--- src/rtl/alu_pipe.sv ---
// Registered, valid/ready handshaked ALU with an iterative shift-add multiplier.
// Non-multiply ops complete on the accept edge; multiply takes BITS further edges.
module alu_pipe #(
    parameter int unsigned BITS  = 8,
    parameter int unsigned ALUOP = 4,
    localparam int unsigned SHW  = $clog2(BITS)
) (
    input  logic             clk,
    input  logic             rst_n,
    input  logic             in_valid,
    output logic             in_ready,
    input  logic [ALUOP-1:0] aluFunction,
    input  logic [BITS-1:0]  vectorA,
    input  logic [BITS-1:0]  vectorB,
    output logic             out_valid,
    input  logic             out_ready,
    output logic [BITS-1:0]  aluResult,
    output logic             zero,
    output logic             carry,
    output logic             overflow,
    output logic             illegal
);

    localparam logic [BITS:0] BitsW = (BITS + 1)'(BITS);

    typedef enum logic [0:0] {StIdle, StMul} state_e;

    state_e              state_q;
    logic [SHW-1:0]      cnt_q;
    logic [2*BITS-1:0]   acc_q;
    logic [2*BITS-1:0]   mcand_q;
    logic [BITS-1:0]     mplier_q;
    logic [BITS-1:0]     res_q;
    logic                carry_q;
    logic                ovf_q;
    logic                ill_q;
    logic                out_valid_q;

    logic                accept;
    logic                is_mul;
    logic [BITS-1:0]     alu_res;
    logic                alu_carry;
    logic                alu_ovf;
    logic                alu_ill;
    logic [BITS:0]       add_full;
    logic [BITS-1:0]     diff;
    logic                b_big;
    logic [SHW-1:0]      sh_amt;
    logic [BITS:0]       rot_mod;
    logic [SHW-1:0]      rot_amt;
    logic [2*BITS-1:0]   rot_r2;
    logic [2*BITS-1:0]   rot_l2;
    logic [2*BITS-1:0]   acc_sum;

    assign in_ready  = (state_q == StIdle) && (!out_valid_q || out_ready);
    assign accept    = in_valid && in_ready;
    assign out_valid = out_valid_q;
    assign aluResult = res_q;
    assign zero      = (res_q == '0);
    assign carry     = carry_q;
    assign overflow  = ovf_q;
    assign illegal   = ill_q;

    always_comb begin
        add_full = {1'b0, vectorA} + {1'b0, vectorB};
        diff     = vectorA - vectorB;
        b_big    = ({1'b0, vectorB} >= BitsW);
        sh_amt   = vectorB[SHW-1:0];
        rot_mod  = {1'b0, vectorB} % BitsW;
        rot_amt  = rot_mod[SHW-1:0];
        // Rotate by shifting a doubled copy so an amount of 0 needs no special case.
        rot_r2   = {vectorA, vectorA} >> rot_amt;
        rot_l2   = {vectorA, vectorA} << rot_amt;
        acc_sum  = acc_q + (mplier_q[0] ? mcand_q : '0);

        alu_res   = '0;
        alu_carry = 1'b0;
        alu_ovf   = 1'b0;
        alu_ill   = 1'b0;
        is_mul    = 1'b0;
        case (aluFunction)
            ALUOP'(1): begin
                alu_res   = add_full[BITS-1:0];
                alu_carry = add_full[BITS];
                alu_ovf   = (vectorA[BITS-1] == vectorB[BITS-1]) &&
                            (add_full[BITS-1] != vectorA[BITS-1]);
            end
            ALUOP'(2): begin
                alu_res   = diff;
                alu_carry = (vectorA < vectorB);
                alu_ovf   = (vectorA[BITS-1] != vectorB[BITS-1]) &&
                            (diff[BITS-1] != vectorA[BITS-1]);
            end
            ALUOP'(3):  alu_res = vectorA ^ vectorB;
            ALUOP'(4):  alu_res = vectorA & vectorB;
            ALUOP'(5):  alu_res = vectorA | vectorB;
            ALUOP'(6):  alu_res = b_big ? '0 : (vectorA << sh_amt);
            ALUOP'(7):  alu_res = b_big ? '0 : (vectorA >> sh_amt);
            ALUOP'(8):  alu_res = rot_r2[BITS-1:0];
            ALUOP'(9):  alu_res = rot_l2[2*BITS-1:BITS];
            ALUOP'(10): is_mul  = 1'b1;
            default:    alu_ill = 1'b1;
        endcase
    end

    always_ff @(posedge clk or negedge rst_n) begin
        if (!rst_n) begin
            state_q     <= StIdle;
            cnt_q       <= '0;
            acc_q       <= '0;
            mcand_q     <= '0;
            mplier_q    <= '0;
            res_q       <= '0;
            carry_q     <= 1'b0;
            ovf_q       <= 1'b0;
            ill_q       <= 1'b0;
            out_valid_q <= 1'b0;
        end else begin
            if (out_valid_q && out_ready) begin
                out_valid_q <= 1'b0;
            end
            unique case (state_q)
                StIdle: begin
                    if (accept && is_mul) begin
                        mcand_q  <= {{BITS{1'b0}}, vectorA};
                        mplier_q <= vectorB;
                        acc_q    <= '0;
                        cnt_q    <= '0;
                        state_q  <= StMul;
                    end else if (accept) begin
                        res_q       <= alu_res;
                        carry_q     <= alu_carry;
                        ovf_q       <= alu_ovf;
                        ill_q       <= alu_ill;
                        out_valid_q <= 1'b1;
                    end
                end
                StMul: begin
                    acc_q    <= acc_sum;
                    mcand_q  <= mcand_q << 1;
                    mplier_q <= mplier_q >> 1;
                    cnt_q    <= cnt_q + 1'b1;
                    // Output is free here: entering MUL required in_ready.
                    if (cnt_q == SHW'(BITS - 1)) begin
                        res_q       <= acc_sum[BITS-1:0];
                        carry_q     <= |acc_sum[2*BITS-1:BITS];
                        ovf_q       <= 1'b0;
                        ill_q       <= 1'b0;
                        out_valid_q <= 1'b1;
                        state_q     <= StIdle;
                    end
                end
                default: state_q <= StIdle;
            endcase
        end
    end

endmodule

--- config.mk ---
export PLATFORM = sky130hd
export DESIGN_NAME = alu_pipe
export DESIGN_NICKNAME = d
export VERILOG_FILES = /design/src/rtl/alu_pipe.sv
export SDC_FILE = /design/constraint.sdc
export NUM_CORES = 1
export LEC_CHECK = 0
export ABC_AREA = 1
export CAP_MARGIN = 0
export CORE_ASPECT_RATIO = 1.1
export CORE_MARGIN = 5
export CORE_UTILIZATION = 55
export DETAILED_ROUTE_END_ITERATION = 16
export GPL_TIMING_DRIVEN = 0
export HOLD_SLACK_MARGIN = 0.12
export PLACE_DENSITY = 0.8
export RECOVER_POWER = 50
export SLEW_MARGIN = 30
export SYNTH_ARGS = -nofsm -noshare
export SYNTH_HDL_FRONTEND = slang
export SYNTH_SLANG_ARGS = --single-unit
--- constraint.sdc ---
create_clock -name clk -period 6.5 [get_ports clk]
set_clock_uncertainty 0.15 [all_clocks]
set_input_delay 0.975 -clock clk [delete_from_list [all_inputs] [get_ports clk]]
set_output_delay 0.975 -clock clk [all_outputs]
set_load 0.01 [all_outputs]
==> run_results.csv, run 1 <==
group,metric,value,unit
clock_network,cts_sinks,56,
timing,grt_setup_unrepaired,"no",
placement,hpwlAfterDp,13300,microns
grt,grt_pass1_vias,5657,
worst_hold_path,whs_endpoint,"overflow$_DFFE_PN0P_",
detailed_routing,drc,0,
job,maxCapViolations,1,
die,initial_utilization,56.4,%
logic_synthesis,syn_avg_cell_area,6.16,sq um
clock_network,post_cts_resized,0,
cells_and_area,syn2layout_area_growth,11.3,%
critical_path,rrSetupSlack,3550,ps
clock_network,cts-htree-levels,2,
cells_and_area,nets,1019,
clock_network,cts_setup_buffers,0,
die,die_y,116,microns
worst_hold_path,min_from,"overflow$_DFFE_PN0P_",
detailed_routing,route.met2.wl,7940,microns
logic_synthesis,synth_xor_area_share,0.471,%
critical_path,crit_arrival,3890,ps
clock_network,clock_latency,320,ps
critical_path,r2r-start,"mplier_q[0]$_DFFE_PN0P_",
logic_synthesis,synth_fa_ha_area_share,10.5,%
timing,slew_viol_final,47,
critical_path,r2r_cells,17,
detailed_routing,firstDrtPassIters,5,
cells_and_area,nFillCells,959,
clock_network,clockBufferDepth,2,
logic_synthesis,synth_edf_count,0,
grt,grt_util_all_layers,27.1,%
detailed_routing,wl_met3,1090,microns
grt,grt_pass1_wl,26800,microns
logic_synthesis,synth_top_flop_cell,"dfrtp_1",
detailed_routing,ant_nets,0,
logic_synthesis,ys_async_sr_fraction,100,%
logic_synthesis,synth_cell_types,42,
timing,worst_slack,2730,ps
grt,grt_max_degree,47,
cells_and_area,regArea,1400,sq um
grt,overflow,0,
die,die_w,106,microns
clock_network,clkTransAtPathRegs,110,ps
timing,finalSetupTns,0,ps
worst_hold_path,min_path_cells,2,
placement,dpl_worst_slack,2490,ps
run_status,status,"complete, but fails checks",
clock_network,cts_hold_buf,0,
timing,hold_slack,334,ps
logic_synthesis,syn_inst,905,
logic_synthesis,synth-simple-area-share,39.5,%
grt,antenna_found_initial,0,
critical_path,cp_max_fo,11,
clock_network,numCtsBuffers,5,
critical_path,crit_path_end_kind,"flop",
timing,worst_slew_pin_slew,2440,ps
pwr,leakage,3.43,nW
detailed_routing,wl_met1,6610,microns
placement,portBuffers,37,
critical_path,critPathKind,"in2reg",
timing,period_share,57.9,%
logic_synthesis,synth_compound_area_share,13.1,%
detailed_routing,drt_iter0_drc,319,
timing,relSlewSlack,-62.5,%
cells_and_area,layout-drive-gt1-share,5.26,%
timing,setup-violations-final,0,
run_status,violations,"capacitance limit, slew limit",
detailed_routing,topRoutingLayerUsed,"met4",
logic_synthesis,ys_ff_latch,56,
timing,finalCriticalPeriod,3770,ps
critical_path,cp-start-kind,"primary input",
detailed_routing,num_vias,6000,
logic_synthesis,synthMuxAreaShare,0,%
timing,fmax,266,MHz
cells_and_area,multi_input_area,3550,sq um
die,die_area,12300,sq um
critical_path,required,6620,ps
critical_path,r2r_end,"carry$_DFFE_PN0P_",
clock_network,cts_root_buffer,"clkbuf_8",
die,num_rows,38,
pwr,irDropWorstVdd,166,uV
logic_synthesis,synth_top_family_by_area,"simple AND/OR/NAND/NOR gates",
logic_synthesis,syn_area,5580,sq um
detailed_routing,routed_wl,16500,microns
die,coreArea,9890,sq um
logic_synthesis,syn_nets,974,
cells_and_area,diodes,0,
logic_synthesis,yosys_warnings,0,
logic_synthesis,synth-seq-area-share,25.1,%
placement,gp_congestion,0.985,
timing,final_hold_viol_count,0,
die,io_pins,38,
clock_network,cts_tree,"built",
detailed_routing,routed_via_density,5.60,
pwr,powerDensity,380,nW/um^2
detailed_routing,post_drt_wl_per_cell,15.4,microns
worst_hold_path,hp-class,"reg2reg",
==> power breakdown <==
group          switching (mW)  internal (mW)  total [mW]  leakage (nW)
clock                   0.120          0.114       0.234        0.0541
combinational           0.965          0.558        1.52          2.70
sequential             0.0993          0.505       0.604         0.675
==> cell usage in the layout, fill, tap and decap left out, types with 7 or more instances in the layout <==
cell	count
nand2_1	284
inv_1	125
nor2_1	99
nand3_1	93
dfrtp_1	56
ha_1	42
a21oi_1	40
o21ai_0	36
clkdlybuf4s50_1	29
o22ai_1	24
nand4_1	16
clkbuf_1	14
buf_2	12
dlygate4sd3_1	7
==> kinds of logic after synthesis <==
group / Yosys count
buffers and inverters: 159
DFF: 56
adders and majority gates: 45
and+or+nand+nor: 518
xor gates and xnor gates: 3
AOI/OAI and AO/OA: 124
==> per-stage QoR <==
| step | cells | cell area, sq um | total power [mW] | utilization [%] |
|---|---|---|---|---|
| floorplan | 905 | 5580 | 1.69 | - |
| global placement | 1062 | 6100 | 2.09 | 61.7 |
| finish | 1071 | 6210 | 2.36 | 62.8 |
| CTS | 1071 | 6240 | 2.36 | 63.1 |
| detailed placement | 1063 | 6120 | 2.13 | 61.9 |
| global route | 1071 | 6210 | 2.59 | 62.8 |
==> area by class of cell <==
cell class,count,area share (%)
timing repair buffer,38,5.93
multi-input combinational,690,57.1
inverter,132,8.02
clock inverter,3,0.685
sequential,56,22.6
buffer,27,2.14
tap,120,2.42
clock buffer,5,1.11
==> flip-flops by register name, summed over array words and instances, names as in the netlist <==
| name | count |
|---|---|
| cnt_q | 3 |
| overflow | 1 |
| acc_q | 16 |
| mplier_q | 8 |
| out_valid | 1 |
| state_q | 1 |
| aluResult | 8 |
| mcand_q | 16 |
| carry | 1 |
| illegal | 1 |
==> metal layers <==
layer	global-route usage (%)	vias up
met5	0	-
li1	-	2999
met4	13.9	0
met1	33.4	2703
met3	2.51	55
met2	47.6	243
==> worst max-delay path by stage <==
stage / end / slack [ps] / depth (start not counted) / from
2_1_floorplan: overflow$_DFFE_PN0P_ / 3680 / 14 / vectorB[2]
3_3_place_gp: aluResult[2]$_DFFE_PN0P_ / 2490 / 12 / vectorB[2]
3_5_place_dp: aluResult[2]$_DFFE_PN0P_ / 2490 / 12 / vectorB[2]
4_1_cts: aluResult[2]$_DFFE_PN0P_ / 2830 / 12 / vectorB[2]
5_1_grt: acc_q[7]$_DFFE_PN0P_ / 2400 / 2 / rst_n
6_report: overflow$_DFFE_PN0P_ / 2730 / 13 / vectorB[2]
==> worst max-delay path, stage by stage <==
cell             delay [ps]
clkdlybuf4s50_1         550
inv_1                   190
clkbuf_1                450
ha_1                    350
buf_2                   180
a21oi_1                 190
nand2_1                 120
nand2_1                  90
nand2_1                  80
xor2_1                  150
o31ai_1                 390
nand2_1                 110
nand2_1                  80
==> cells in the mapped netlist, types with 2 or more instances <==
cell | number | area, sq um
a21boi_1 | 3 | 22.5
nand4_1 | 16 | 100
dfrtp_1 | 56 | 1400
xor2_1 | 3 | 26.3
ha_1 | 42 | 526
inv_1 | 125 | 469
a31oi_1 | 2 | 12.5
nand2_1 | 284 | 1070
nor2_2 | 3 | 18.8
a22o_1 | 6 | 52.6
o21ai_0 | 36 | 180
clkbuf_1 | 12 | 45.0
o22ai_1 | 24 | 150
a21oi_2 | 4 | 35.0
nand2_4 | 2 | 22.5
or2_2 | 2 | 12.5
nand2_2 | 2 | 12.5
buf_6 | 2 | 22.5
nand3b_1 | 3 | 22.5
nand3_1 | 93 | 465
and2_1 | 3 | 18.8
buf_2 | 12 | 60.1
a21oi_1 | 40 | 200
inv_2 | 6 | 22.5
nor3_1 | 4 | 20.0
nor2_1 | 99 | 372
fa_1 | 3 | 60.1
nor2_4 | 4 | 45.0
Note: power is estimated with default switching activity, not from simulation.
==> run 2, diff against run 1 <==
- clock period: 6.5 -> 3.55 ns (I/O delays scaled with it)
==> run_results.csv, run 2 (same netlist as run 1, synthesis figures left out) <==
group,metric,value,unit
run_status,status,"complete, no violations",
clock_network,clock_latency,320,ps
detailed_routing,num_vias,6018,
clock_network,clockBufferDepth,2,
die,num_rows,38,
timing,worst_slack,247,ps
timing,fmax,303,MHz
timing,grt_setup_unrepaired,"no",
clock_network,cts_hold_buf,1,
pwr,power.share.sequential,25.5,%
pwr,internal_power,2.16,mW
timing,finalSetupTns,0,ps
die,die_y,116,microns
cells_and_area,stdcell_count,1072,
cells_and_area,layout-drive-gt1-share,5.36,%
worst_hold_path,whs_endpoint,"overflow$_DFFE_PN0P_",
worst_hold_path,hp-class,"reg2reg",
detailed_routing,routed_via_density,5.61,
clock_network,cts_tree,"built",
clock_network,cts_sinks,56,
timing,hold_slack,335,ps
timing,period_share,93.0,%
cells_and_area,nFillCells,958,
worst_hold_path,min_from,"overflow$_DFFE_PN0P_",
pwr,leakage,3.44,nW
clock_network,post_cts_resized,0,
clock_network,clkTransAtPathRegs,110,ps
clock_network,numCtsBuffers,5,
placement,dpl_worst_slack,-20.0,ps
clock_network,cts_root_buffer,"clkbuf_8",
die,coreArea,9890,sq um
timing,finalCriticalPeriod,3300,ps
timing,relSlewSlack,25.2,%
critical_path,critPathKind,"in2reg",
critical_path,rrSetupSlack,590,ps
cells_and_area,nets,1020,
pwr,powerDensity,696,nW/um^2
timing,slew_viol_final,0,
critical_path,cp-start-kind,"primary input",
timing,final_hold_viol_count,0,
cells_and_area,mostFrequentLayoutCells,"284 x nand2_1, 125 x inv_1, 99 x nor2_1",
worst_hold_path,min_path_cells,2,
detailed_routing,drc,0,
placement,gp_congestion,0.985,
critical_path,crit_arrival,3430,ps
die,io_pins,38,
clock_network,cts_setup_buffers,0,
placement,hpwlAfterDp,13300,microns
critical_path,crit_path_end_kind,"flop",
cells_and_area,diodes,0,
grt,grt_max_degree,47,
detailed_routing,drt_iter0_drc,314,
cells_and_area,layout_commonest_cell,"nand2_1",
critical_path,required,3670,ps
cells_and_area,multi_input_area,3550,sq um
die,initial_utilization,56.4,%
detailed_routing,firstDrtPassIters,7,
placement,place_area,6120,sq um
pwr,combPwrFrac,64.5,%
timing,worst_slew_pin_slew,1120,ps
grt,antenna_found_initial,0,
die,die_w,106,microns
detailed_routing,ant_nets,0,
placement,post-place-cells,1063,
grt,overflow,0,
grt,grt_pass1_wl,26800,microns
cells_and_area,final_area,6220,sq um
cells_and_area,top_regs,"acc_q x16, mcand_q x16",
critical_path,r2r_cells,17,
pwr,p_sw,2.17,mW
pwr,irDropWorstVdd,305,uV
critical_path,cp_max_fo,11,
placement,portBuffers,37,
job,maxCapViolations,0,
grt,grt_util_all_layers,27.1,%
pwr,swShare,50.1,%
critical_path,r2r_end,"carry$_DFFE_PN0P_",
cells_and_area,syn2layout_area_growth,11.5,%
timing,setup-violations-final,0,
clock_network,cts-htree-levels,2,
pwr,clkPwrFrac,9.9,%
cells_and_area,regArea,1400,sq um
detailed_routing,routed_wl,16500,microns
detailed_routing,post_drt_wl_per_cell,15.4,microns
grt,grt_pass1_vias,5657,
die,die_area,12300,sq um
critical_path,r2r-start,"mplier_q[0]$_DFFE_PN0P_",
==> run 2: cell types whose count changed in the layout (fill, tap and decap cells not counted) <==
cell / previous run / this run
clkbuf_2: 1 / 2
clkbuf_1: 14 / 13
clkdlybuf4s50_1: 29 / 30
==> run 2: worst max path at each step <==
| stage | start | end | slack [ps] |
|---|---|---|---|
| 3_3_place_gp | vectorB[2] | aluResult[2]$_DFFE_PN0P_ | -20 |
| 4_1_cts | vectorB[2] | aluResult[2]$_DFFE_PN0P_ | 320 |
| 2_1_floorplan | vectorB[2] | overflow$_DFFE_PN0P_ | 1170 |
| 3_5_place_dp | vectorB[2] | aluResult[2]$_DFFE_PN0P_ | -20 |
| 5_1_grt | vectorB[2] | overflow$_DFFE_PN0P_ | 5 |
| 6_report | vectorB[2] | overflow$_DFFE_PN0P_ | 250 |
==> run 2: through the flow <==
stage               power, mW  util, %
global placement         3.83     61.7
finish                   4.33     62.9
detailed placement       3.90     61.9
global route             4.75     62.9
floorplan                3.10        -
CTS                      4.33     63.2
==> run 2: area by class of cell <==
type                       count  area share, %
multi-input combinational    690           57.0
sequential                    56           22.5
inverter                     132           8.01
timing repair buffer          39           6.10
tap                          120           2.41
buffer                        27           2.13
clock buffer                   5           1.11
clock inverter                 3          0.684
==> run 2: power groups by stage <==
stage / Combinational [mW] / Clock, mW / Sequential [mW]
after floorplan: 2.01 / 0 / 1.09
after global placement: 2.73 / 0 / 1.11
after detailed placement: 2.78 / 0 / 1.11
after CTS: 2.80 / 0.429 / 1.10
after global routing: 3.17 / 0.451 / 1.13
final: 2.79 / 0.430 / 1.11
==> run 2: layer usage <==
layer	share of wire (%)	wire, microns	GRT usage, %
met1	40	6620	33.4
met5	0	0	0
met3	6.6	1090	2.51
met4	5.0	819	13.9
met2	48	7980	47.6
==> run 2: worst max-delay path, stage by stage <==
cell             delay, ps
clkdlybuf4s50_1        550
inv_1                  190
clkbuf_1               440
ha_1                   340
buf_2                  180
a21oi_1                180
nand2_1                120
nand2_1                 90
nand2_1                 80
xor2_1                 150
o31ai_1                390
nand2_1                110
nand2_1                 80
==> run 3, diff against run 2 <==
- CORE_UTILIZATION: 55 -> 33
- PLACE_DENSITY: 0.8 -> unset
==> run_results.csv, run 3 (same netlist as run 1, synthesis figures left out) <==
group,metric,value,unit
grt,overflow,0,
cells_and_area,post-route-util,38.6,%
clock_network,numCtsBuffers,5,
cells_and_area,top_regs,"acc_q x16, mcand_q x16",
detailed_routing,firstDrtPassIters,5,
critical_path,critPathMostFrequentCell,"nand2_1",
clock_network,cts-htree-levels,2,
grt,grt_max_degree,32,
critical_path,cpPeakStageDelay,540,ps
critical_path,path_delay_family,"buffers and inverters",
placement,portBuffers,37,
timing,final_hold_viol_count,0,
clock_network,clkTransAtPathRegs,70,ps
die,io_pins,38,
die,die_area,19600,sq um
clock_network,cts_sinks,56,
detailed_routing,drc,0,
cells_and_area,syn2layout_area_growth,14.0,%
cells_and_area,nets,1019,
cells_and_area,layout_commonest_cell,"nand2_1",
placement,gp_congestion,0.937,
grt,grt_util_all_layers,18.7,%
pwr,powerDensity,699,nW/um^2
die,initial_utilization,33.8,%
critical_path,required,3640,ps
grt,use_met1,23.2,%
critical_path,crit_arrival,3350,ps
cells_and_area,mostFrequentLayoutCells,"284 x nand2_1, 125 x inv_1, 99 x nor2_1",
timing,setup-violations-final,0,
clock_network,cts_root_buffer,"clkbuf_16",
critical_path,crit_path_end_kind,"flop",
cells_and_area,nFillCells,1821,
cells_and_area,multi_input_area,3550,sq um
grt,top_usage_layer,"met2",
cells_and_area,final_area,6360,sq um
detailed_routing,drt_iter0_drc,494,
grt,grt_pass1_wl,29700,microns
cells_and_area,layout-drive-gt1-share,5.26,%
detailed_routing,post_drt_wl_per_cell,15.7,microns
timing,worst_slew_pin_slew,1530,ps
critical_path,cp-start-kind,"primary input",
run_status,violations,"capacitance limit, slew limit",
worst_hold_path,hp-class,"reg2reg",
run_status,status,"complete, but fails checks",
timing,relSlewSlack,-2.33,%
detailed_routing,routed_via_density,5.15,
grt,use_met2,32.4,%
detailed_routing,ant_nets,0,
critical_path,critical_path.cell_chain,"clkdlybuf4s50_1 > inv_1 > ha_1 > buf_2 > a21oi_1 > nand2_1 > nand2_1 > nand2_1 > xor2_1 > o31ai_1 > nand2_1 > nand2_1",
detailed_routing,num_vias,5948,
die,coreArea,16500,sq um
grt,grt_pass1_vias,5863,
critical_path,critPathSlowestCell,"clkdlybuf4s50_1",
clock_network,clock_latency,290,ps
grt,grtUsageMet3,1.93,%
pwr,irDropWorstVdd,246,uV
clock_network,clockBufferDepth,2,
placement,place_area,6220,sq um
detailed_routing,routed_wl,18100,microns
timing,slew_viol_final,27,
timing,finalCriticalPeriod,3260,ps
timing,period_share,91.8,%
die,die_y,146,microns
pwr,leakage,3.46,nW
timing,grt_setup_unrepaired,"no",
cells_and_area,regArea,1400,sq um
die,num_rows,49,
critical_path,critPathKind,"in2reg",
clock_network,cts_tree,"built",
critical_path,cp_max_fo,14,
critical_path,crit_buf_inv,3,
timing,fmax,307,MHz
die,die_w,134,microns
grt,antenna_found_initial,0,
job,maxCapViolations,1,
placement,hpwlAfterDp,14700,microns
cells_and_area,diodes,0,
[run 3: changes by cell type in the layout (fill, tap and decap cells not counted)]
| cell | delta |
|---|---|
| bufinv_16 | -1 |
| clkbuf_16 | +5 |
| clkbuf_8 | -4 |
| clkdlybuf4s50_1 | -1 |
| clkinv_2 | -1 |
| dlygate4sd3_1 | +1 |
[run 3: stage by stage]
step | worst slack, ps | TNS (ps) | hold WS (ps) | cells | power [mW]
floorplan | 1170 | 0 | 86.9 | 905 | 3.10
global placement | -190 | -6290 | 315 | 1146 | 3.93
detailed placement | -201 | -469 | 325 | 1147 | 3.97
CTS | 111 | 0 | 332 | 1156 | 4.49
global route | 195 | 0 | 356 | 1155 | 4.93
finish | 291 | 0 | 329 | 1155 | 4.44
[run 3: timing repair]
item                                    4_1_cts  5_1_grt
endpoints found under the hold margin        25        0
endpoints found under the setup margin        0        3
gates resized for setup                       0        0
hold buffers                                  1        0
buffers inserted                              0        0
[run 3: worst register-to-register path, delay by kind of cell, from the launching register on]
family        cells  cell delay [ps]
simple gates     12             1420
fa+ha+maj         1              200
flops             1              320
buf+inv           3              770
[run 3: area by class of cell]
| cell class | instances | share of cell area [%] |
|---|---|---|
| Multi-Input combinational cell | 690 | 55.8 |
| Sequential cell | 56 | 22.0 |
| Inverter | 132 | 7.83 |
| Timing Repair Buffer | 39 | 5.96 |
| Tap cell | 204 | 4.01 |
| Clock buffer | 7 | 2.24 |
| Buffer | 26 | 2.03 |
| Clock inverter | 1 | 0.118 |
[run 3: routing by layer]
metal | vias to the layer above | share of wire [%]
met5 | - | 0
met4 | 0 | 4.9
met3 | 46 | 4.1
met2 | 171 | 48
met1 | 2736 | 43
li1 | 2995 | -
[run 3: where the power goes]
group | internal, mW | switching (mW) | total, mW
registers | 0.926 | 0.182 | 1.11
clock network | 0.282 | 0.229 | 0.510
logic | 1.02 | 1.80 | 2.83
total | 2.23 | 2.21 | 4.44
[run 3: final timing paths]
check,from,endpoint,cells past startpoint,slack [ps]
max,vectorB[2],overflow$_DFFE_PN0P_,12,290
min,cnt_q[0]$_DFFE_PN0P_,cnt_q[0]$_DFFE_PN0P_,1,330
max reg2reg,mplier_q[0]$_DFFE_PN0P_,carry$_DFFE_PN0P_,16,570
min reg2reg,cnt_q[0]$_DFFE_PN0P_,cnt_q[0]$_DFFE_PN0P_,1,330
max in group asynchronous,rst_n,mcand_q[4]$_DFFE_PN0P_,3,760
min in group asynchronous,rst_n,mcand_q[10]$_DFFE_PN0P_,2,990
